**config.mk**
```make
export PLATFORM = sky130hd
export DESIGN_NAME = one_port_mem_flat
export DESIGN_NICKNAME = d
export VERILOG_FILES = /design/src/rtl/one_port_mem_pkg.sv /design/src/rtl/one_port_mem_if.sv /design/src/rtl/one_port_mem_row_array.sv /design/src/rtl/one_port_mem.sv /design/src/flat_wrapper.sv
export SDC_FILE = /design/constraint.sdc
export NUM_CORES = 1
export LEC_CHECK = 0
export CAP_MARGIN = 20
export CORE_MARGIN = 2
export CORE_UTILIZATION = 60
export DETAILED_ROUTE_END_ITERATION = 12
export GPL_TIMING_DRIVEN = 0
export HOLD_SLACK_MARGIN = 0.06
export PLACE_DENSITY = 0.88
export SETUP_SLACK_MARGIN = 0.4
export SYNTH_ARGS = -nofsm -noshare
export SYNTH_HDL_FRONTEND = slang
export SYNTH_HIERARCHICAL = 1
export SYNTH_SLANG_ARGS = --single-unit
```
**constraint.sdc**
```tcl
create_clock -name clk -period 7.5 [get_ports clk]
set_input_delay 1.5 -clock clk [delete_from_list [all_inputs] [get_ports clk]]
set_output_delay 1.5 -clock clk [all_outputs]
set_load 0.02 [all_outputs]
```
**src/rtl/one_port_mem_pkg.sv**
```systemverilog
// Shared sizing helpers for the single-port RAM: address width and row count
// for a given depth and column-mux exponent.
package one_port_mem_pkg;

   function automatic int addrWidthOf(input int words);
      return (words > 32'sd2) ? $clog2(words) : 32'sd1;
   endfunction

   // Rows needed when 2^muxFactor words share one physical row.
   function automatic int rowCountOf(input int words, input int muxFactor);
      return (words + (32'sd1 << muxFactor) - 32'sd1) >> muxFactor;
   endfunction

endpackage

```
**src/rtl/one_port_mem_if.sv**
```systemverilog
// Address/data/enable bundle of the single-port RAM; the memory is the slave.
interface one_port_mem_if #(
   parameter int addressWidth = 5,
   parameter int width        = 8
) ();
   logic [addressWidth-1:0] address;
   logic                    writeEnable;
   logic [width-1:0]        writeData;
   logic                    readEnable;
   logic [width-1:0]        readData;

   modport master (
      output address, writeEnable, writeData, readEnable,
      input  readData
   );

   modport slave (
      input  address, writeEnable, writeData, readEnable,
      output readData
   );
endinterface

```
**src/rtl/one_port_mem_row_array.sv**
```systemverilog
// Row-wide storage: combinational row read, clocked row write under a column mask.
module one_port_mem_row_array #(
   parameter int rowCount     = 32,
   parameter int rowWidth     = 8,
   parameter int rowAddrWidth = 5
) (
   input  logic                    clk,
   input  logic                    writeEnable,
   input  logic [rowAddrWidth-1:0] rowAddress,
   input  logic [rowWidth-1:0]     writeMask,
   input  logic [rowWidth-1:0]     writeRow,
   output logic [rowWidth-1:0]     readRow
);
   logic [rowWidth-1:0] mem [rowCount];

   // Read-modify-write of the addressed row: only masked column bits change.
   always_ff @(posedge clk) begin
      if (writeEnable) begin
         mem[rowAddress] <= (mem[rowAddress] & ~writeMask) | (writeRow & writeMask);
      end
   end

   always_comb begin
      if (32'(rowAddress) < 32'(rowCount)) begin
         readRow = mem[rowAddress];
      end else begin
         readRow = '0;
      end
   end
endmodule

```
**src/rtl/one_port_mem.sv**
```systemverilog
// Synchronous single-port RAM: address split into row/column, range check,
// write-over-read priority and a registered read port.
module one_port_mem
   import one_port_mem_pkg::*;
#(
   parameter int addresses = 32,
   parameter int width     = 8,
   parameter int muxFactor = 0
) (
   input logic          clk,
   input logic          resetN,
   one_port_mem_if.slave bus
);
   localparam int addressWidth = addrWidthOf(addresses);
   localparam int colCount     = 32'sd1 << muxFactor;
   localparam int colWidth     = (muxFactor > 32'sd0) ? muxFactor : 32'sd1;
   localparam int rowAddrWidth = (addressWidth > muxFactor) ? addressWidth - muxFactor : 32'sd1;
   localparam int rowWidth     = colCount * width;
   localparam int rowCount     = rowCountOf(addresses, muxFactor);
   localparam logic [rowWidth-1:0] wordOnes = rowWidth'({width{1'b1}});

   logic                    inRange;
   logic                    doWrite;
   logic                    doRead;
   logic [rowAddrWidth-1:0] rowAddr;
   logic [colWidth-1:0]     colSel;
   logic [rowWidth-1:0]     writeMask;
   logic [rowWidth-1:0]     writeRow;
   logic [rowWidth-1:0]     readRow;
   logic [width-1:0]        readWord;
   logic [width-1:0]        readDataR;

   // Address split and column steering; the mux factor is purely physical.
   always_comb begin
      inRange   = 32'(bus.address) < 32'(addresses);
      rowAddr   = rowAddrWidth'(bus.address >> muxFactor);
      colSel    = colWidth'(bus.address & addressWidth'(colCount - 32'sd1));
      doWrite   = resetN & bus.writeEnable & inRange;
      doRead    = bus.readEnable & ~bus.writeEnable;
      writeMask = wordOnes << (int'(colSel) * width);
      writeRow  = {colCount{bus.writeData}};
      readWord  = readRow[int'(colSel) * width +: width];
   end

   one_port_mem_row_array #(
      .rowCount    (rowCount),
      .rowWidth    (rowWidth),
      .rowAddrWidth(rowAddrWidth)
   ) rowArray (
      .clk        (clk),
      .writeEnable(doWrite),
      .rowAddress (rowAddr),
      .writeMask  (writeMask),
      .writeRow   (writeRow),
      .readRow    (readRow)
   );

   // Output register: write wins over read, out-of-range reads return zero.
   always_ff @(posedge clk) begin
      if (!resetN) begin
         readDataR <= '0;
      end else if (doRead) begin
         readDataR <= inRange ? readWord : '0;
      end
   end

   assign bus.readData = readDataR;
endmodule

```
**src/flat_wrapper.sv**
```systemverilog
// flat-port wrapper written by rule: the top's interface ports become plain ports
module one_port_mem_flat import one_port_mem_pkg::*;
#(
   parameter int addresses = 32,
   parameter int width     = 8,
   parameter int muxFactor = 0
)
  (clk, resetN, bus_address, bus_writeEnable, bus_writeData, bus_readEnable, bus_readData);
  one_port_mem_if #(.addressWidth((addrWidthOf(32))), .width(width)) bus_i ();
  input logic clk;
  input logic resetN;
  input wire logic [$bits(bus_i.address)-1:0] bus_address;
  input wire logic [$bits(bus_i.writeEnable)-1:0] bus_writeEnable;
  input wire logic [$bits(bus_i.writeData)-1:0] bus_writeData;
  input wire logic [$bits(bus_i.readEnable)-1:0] bus_readEnable;
  output wire logic [$bits(bus_i.readData)-1:0] bus_readData;
  assign bus_i.address = bus_address;
  assign bus_i.writeEnable = bus_writeEnable;
  assign bus_i.writeData = bus_writeData;
  assign bus_i.readEnable = bus_readEnable;
  assign bus_readData = bus_i.readData;
  one_port_mem #(.addresses(addresses), .width(width), .muxFactor(muxFactor)) u_core (.clk(clk), .resetN(resetN), .bus(bus_i));
endmodule
```
==> results by group, run 1 <==
Floorplan
  – Core ar.: roughly 17000 um2
  – Row cnt: between 40 and 50
  – Die Span Y: ~140 um
  – Die width: ~140 um
  – Die area: between 15000 and 20000 um2
  – Initial Util: 0.610
  – I/O pin total: 25

Place
  – DP Wirelength: between 15000 and 20000 um
  – IO buf count: 21
  – Final Wtd Congestion: approximately 0.95
  – Placed standard-cell area: between 10000 and 15000 um2

Routing
  – Pre-Repair DR Iteration Count: 5
  – DRC violations left: 0
  – Vias: roughly 6100
  – Vias/cell: ~6.5
  – Remaining antenna violation count: 0
  – DR iter-0 viols: 840
  – Wirelength, routed: ~24000 um
  – Wire per inst: around 26 um

Clock tree
  – Clock-pin slew on the worst setup and hold paths: around 70 ps
  – Clock Tree Root: clkbuf_16
  – Clk_lat worst skew: a little over 500 ps
  – Resize count post-CTS: 0
  – Post-CTS Setup Bufs: 0
  – Clock Path Buffers: 3
  – CTS sink cnt: ~260
  – CTS H-tree lvls: 1
  – Cts bufs inserted: 25
  – Hold Buf Count CTS: 0
  – CTS tree: yes

Synth
  – Number of enable flip-flop cells after synthesis: roughly 260
  – Post-Syn Area: 10500 um2
  – Leading area contributor after synthesis: edfxtp_1
  – Async set or reset register ratio after synthesis: 0
  – Synthesis warning total: 6
  – Ys flop type: edfxtp_1
  – Synth top area share: 0.732
  – Synth unique cells: 29
  – Synth Instances: between 600 and 700
  – FF+latch count, synth: about 260
  – Syn_area_per_cell: around 17 um2
  – Synth area leaders: edfxtp_1 (73%), mux2i_1 (13%), o22ai_1 (3.8%), dfxtp_1 (1.5%), nor2_1 (1.3%)
  – Sequential area share after synthesis: 0.747

Setup path
  – WP data arrival: roughly 4400 ps
  – RR Startpoint: u_core/rowArray/mem[19][4]
  – Cell mode on critical path: nand2_1
  – R2r setup slk: 5390 ps
  – Reg2Reg Depth: 6
  – R2R Path End: u_core/bus.readData[4]
  – Worst-path cell chain: clkdlybuf4s50_1 > buf_2 > nand4bb_1 > clkbuf_1 > o22ai_1 > nor4_1 > nand2_1 > nand2_1 > mux2i_1
  – Largest stage delay, worst path: 890 ps
  – Critical path class: input pin to flip-flop
  – WP data required: a little under 8000 ps
  – Crit start category: input pin
  – Crit-path max FO: 10
  – CP max-delay cell: nor4_1
  – CP Capture Type: flip-flop

Timing
  – Slew margin rel.: 0.279
  – Setup violators final: 0
  – Final Skew: between 15 and 20 ps
  – Final Hold Vio Count: 0
  – Fmax: 250 MHz
  – Crit share post-route: 0.534
  – Fin crit period: 4010 ps
  – Worst-Margin Slew: between 1000 and 1500 ps
  – Fin. max-slew vios: 0
  – RSZ-0062 raised after global routing: no
  – Setup TNS: 0 ps

Power
  – PwrDens: about 250 nW/um2
  – Internal power: 2.37 mW
  – Clk pwr share: 0.377
  – Combinational Power Share: 0.068
  – Sequential Power Share: 0.554
  – Switch share: 0.209
  – Sw Pwr: ~0.63 mW
  – Worst vdd ir: roughly 180 uV
  – Leak: a little over 4 nW

Global route
  – Global-route wire length before repair: between 30000 and 40000 um
  – Vias in the first global route: slightly below 6000
  – Gr ovfl total: 0
  – Pin count of the biggest net entering global routing: 33
  – GRT Total Usage: 0.264
  – Initial antenna violation count: 0

Cells and area
  – Nets: 708
  – N_diodes: 0
  – Final instance area: about 12000 um2
  – Commonest non-fill, non-tap cell in the layout: edfxtp_1
  – Area Overhead vs Synth: 13.3%
  – Commonest non-fill, non-tap cells in the layout: edfxtp_1 (256), mux2i_1 (136), o22ai_1 (63)
  – Number of fill cells: approximately 1000
  – Layout cells sized above 1: 0.107
  – Final Util: 0.691

Min path
  – Worst Hold End: u_core/bus.readData[1]
  – Hold crit path type: flip-flop to flip-flop
  – Hold Startpoint: u_core/bus.readData[1]
  – Worst hold stages: 2

Run
  – MaxCap Viol Count: 0

Outcome
  – Status: completed
[metal layers]
| metal | vias up | track usage | wire, um |
|---|---|---|---|
| met2 | 418 | 0.444 | 11700 |
| met1 | 2979 | 0.348 | 8750 |
| met5 | - | 0 | 0 |
| li1 | 2604 | - | - |
| met4 | 0 | 0.0810 | 790 |
| met3 | 76 | 0.0578 | 2680 |
[cells in the mapped netlist, types with 2 or more instances]
| library cell | number |
|---|---|
| nand2_1 | 26 |
| edfxtp_1 | 256 |
| nor3_1 | 4 |
| nand3b_1 | 4 |
| or3b_2 | 3 |
| buf_2 | 22 |
| or4b_1 | 4 |
| nor4_1 | 16 |
| clkbuf_1 | 9 |
| nand4b_1 | 4 |
| a31oi_1 | 8 |
| nand4bb_1 | 5 |
| o22ai_1 | 63 |
| nand3_1 | 2 |
| mux2i_1 | 136 |
| buf_6 | 5 |
| nor2_1 | 37 |
| inv_1 | 8 |
| dfxtp_1 | 8 |
[stage by stage]
step / hold WS (ps) / setup slack, ps / power (mW) / instances
floorplan: 531 / 4010 / 1.80 / 637
global route: 497 / 3460 / 3.08 / 933
detailed placement: 457 / 3110 / 1.89 / 885
finish: 466 / 3490 / 2.99 / 933
global placement: 443 / 2860 / 1.87 / 883
CTS: 466 / 3590 / 3.01 / 929
[area by class of cell]
type | instances | area [um2] | share of cell area
flip-flops and latches | 264 | 7850 | 0.659
multi-input cells | 327 | 2550 | 0.214
clock buffers | 35 | 663 | 0.0557
well taps | 225 | 282 | 0.0236
repair buffers | 27 | 259 | 0.0218
plain buffers | 38 | 209 | 0.0176
clock inverters | 9 | 63.8 | 0.00536
inverters | 8 | 30.0 | 0.00252
[how the worst max path moves through the flow]
stage,from,end,slack (ps)
final,bus_address[4],u_core/bus.readData[4],3490
after global routing,bus_address[4],u_core/bus.readData[3],3460
after CTS,bus_address[4],u_core/bus.readData[3],3590
after detailed placement,bus_address[4],u_core/bus.readData[3],3110
after global placement,bus_writeData[2],u_core/rowArray/mem[24][2],2860
after floorplan,resetN,u_core/rowArray/mem[24][0],4010
[registers in the layout, indices dropped and copies added, names as in the netlist]
name	count
u_core/rowArray/mem	256
u_core/bus.readData	8
[cells by family (layout without fill, tap and decap cells)]
family                 Yosys count  after routing  share of synthesized area
flip-flops                     264            264                      0.747
multiplexers                   136            136                      0.130
AND/OR/NAND/NOR                111            111                     0.0572
AO/OA/AOI/OAI                   72             72                     0.0435
buffers and inverters           46            117                     0.0227
other                            1              8                   0.000357
[power groups by stage]
stage,clock network (mW),logic [mW],registers [mW]
6_report,1.13,0.204,1.66
2_1_floorplan,0,0.110,1.69
5_1_grt,1.20,0.215,1.66
3_3_place_gp,0,0.177,1.69
3_5_place_dp,0,0.198,1.69
4_1_cts,1.15,0.200,1.66
[worst max-delay path: cells and delay by family]
| family | cells | cell delay [ps] |
|---|---|---|
| buffers and inverters | 3 | 1260 |
| and+or+nand+nor | 4 | 1370 |
| AOI/OAI and AO/OA | 1 | 190 |
| muxes | 1 | 80 |
Note: power is estimated with default switching activity, not from simulation.
==> inputs of run 2 (changes only) <==
==> constraint.sdc (replaced) <==
create_clock -name clk -period 3.95 [get_ports clk]
set_input_delay 0.79 -clock clk [delete_from_list [all_inputs] [get_ports clk]]
set_output_delay 0.79 -clock clk [all_outputs]
set_load 0.02 [all_outputs]
==> results of run 2 <==
The final DEF is identical to that of run 1. Status: completed.
Main changes from that run: setup slack after placement 3110 ps -> 271 ps; setup slack after layout 3490 ps -> 653 ps; register-to-register setup slack 5390 ps -> 1840 ps; total power 2.99 mW -> 5.68 mW; worst IR drop on VDD 180 uV -> 341 uV
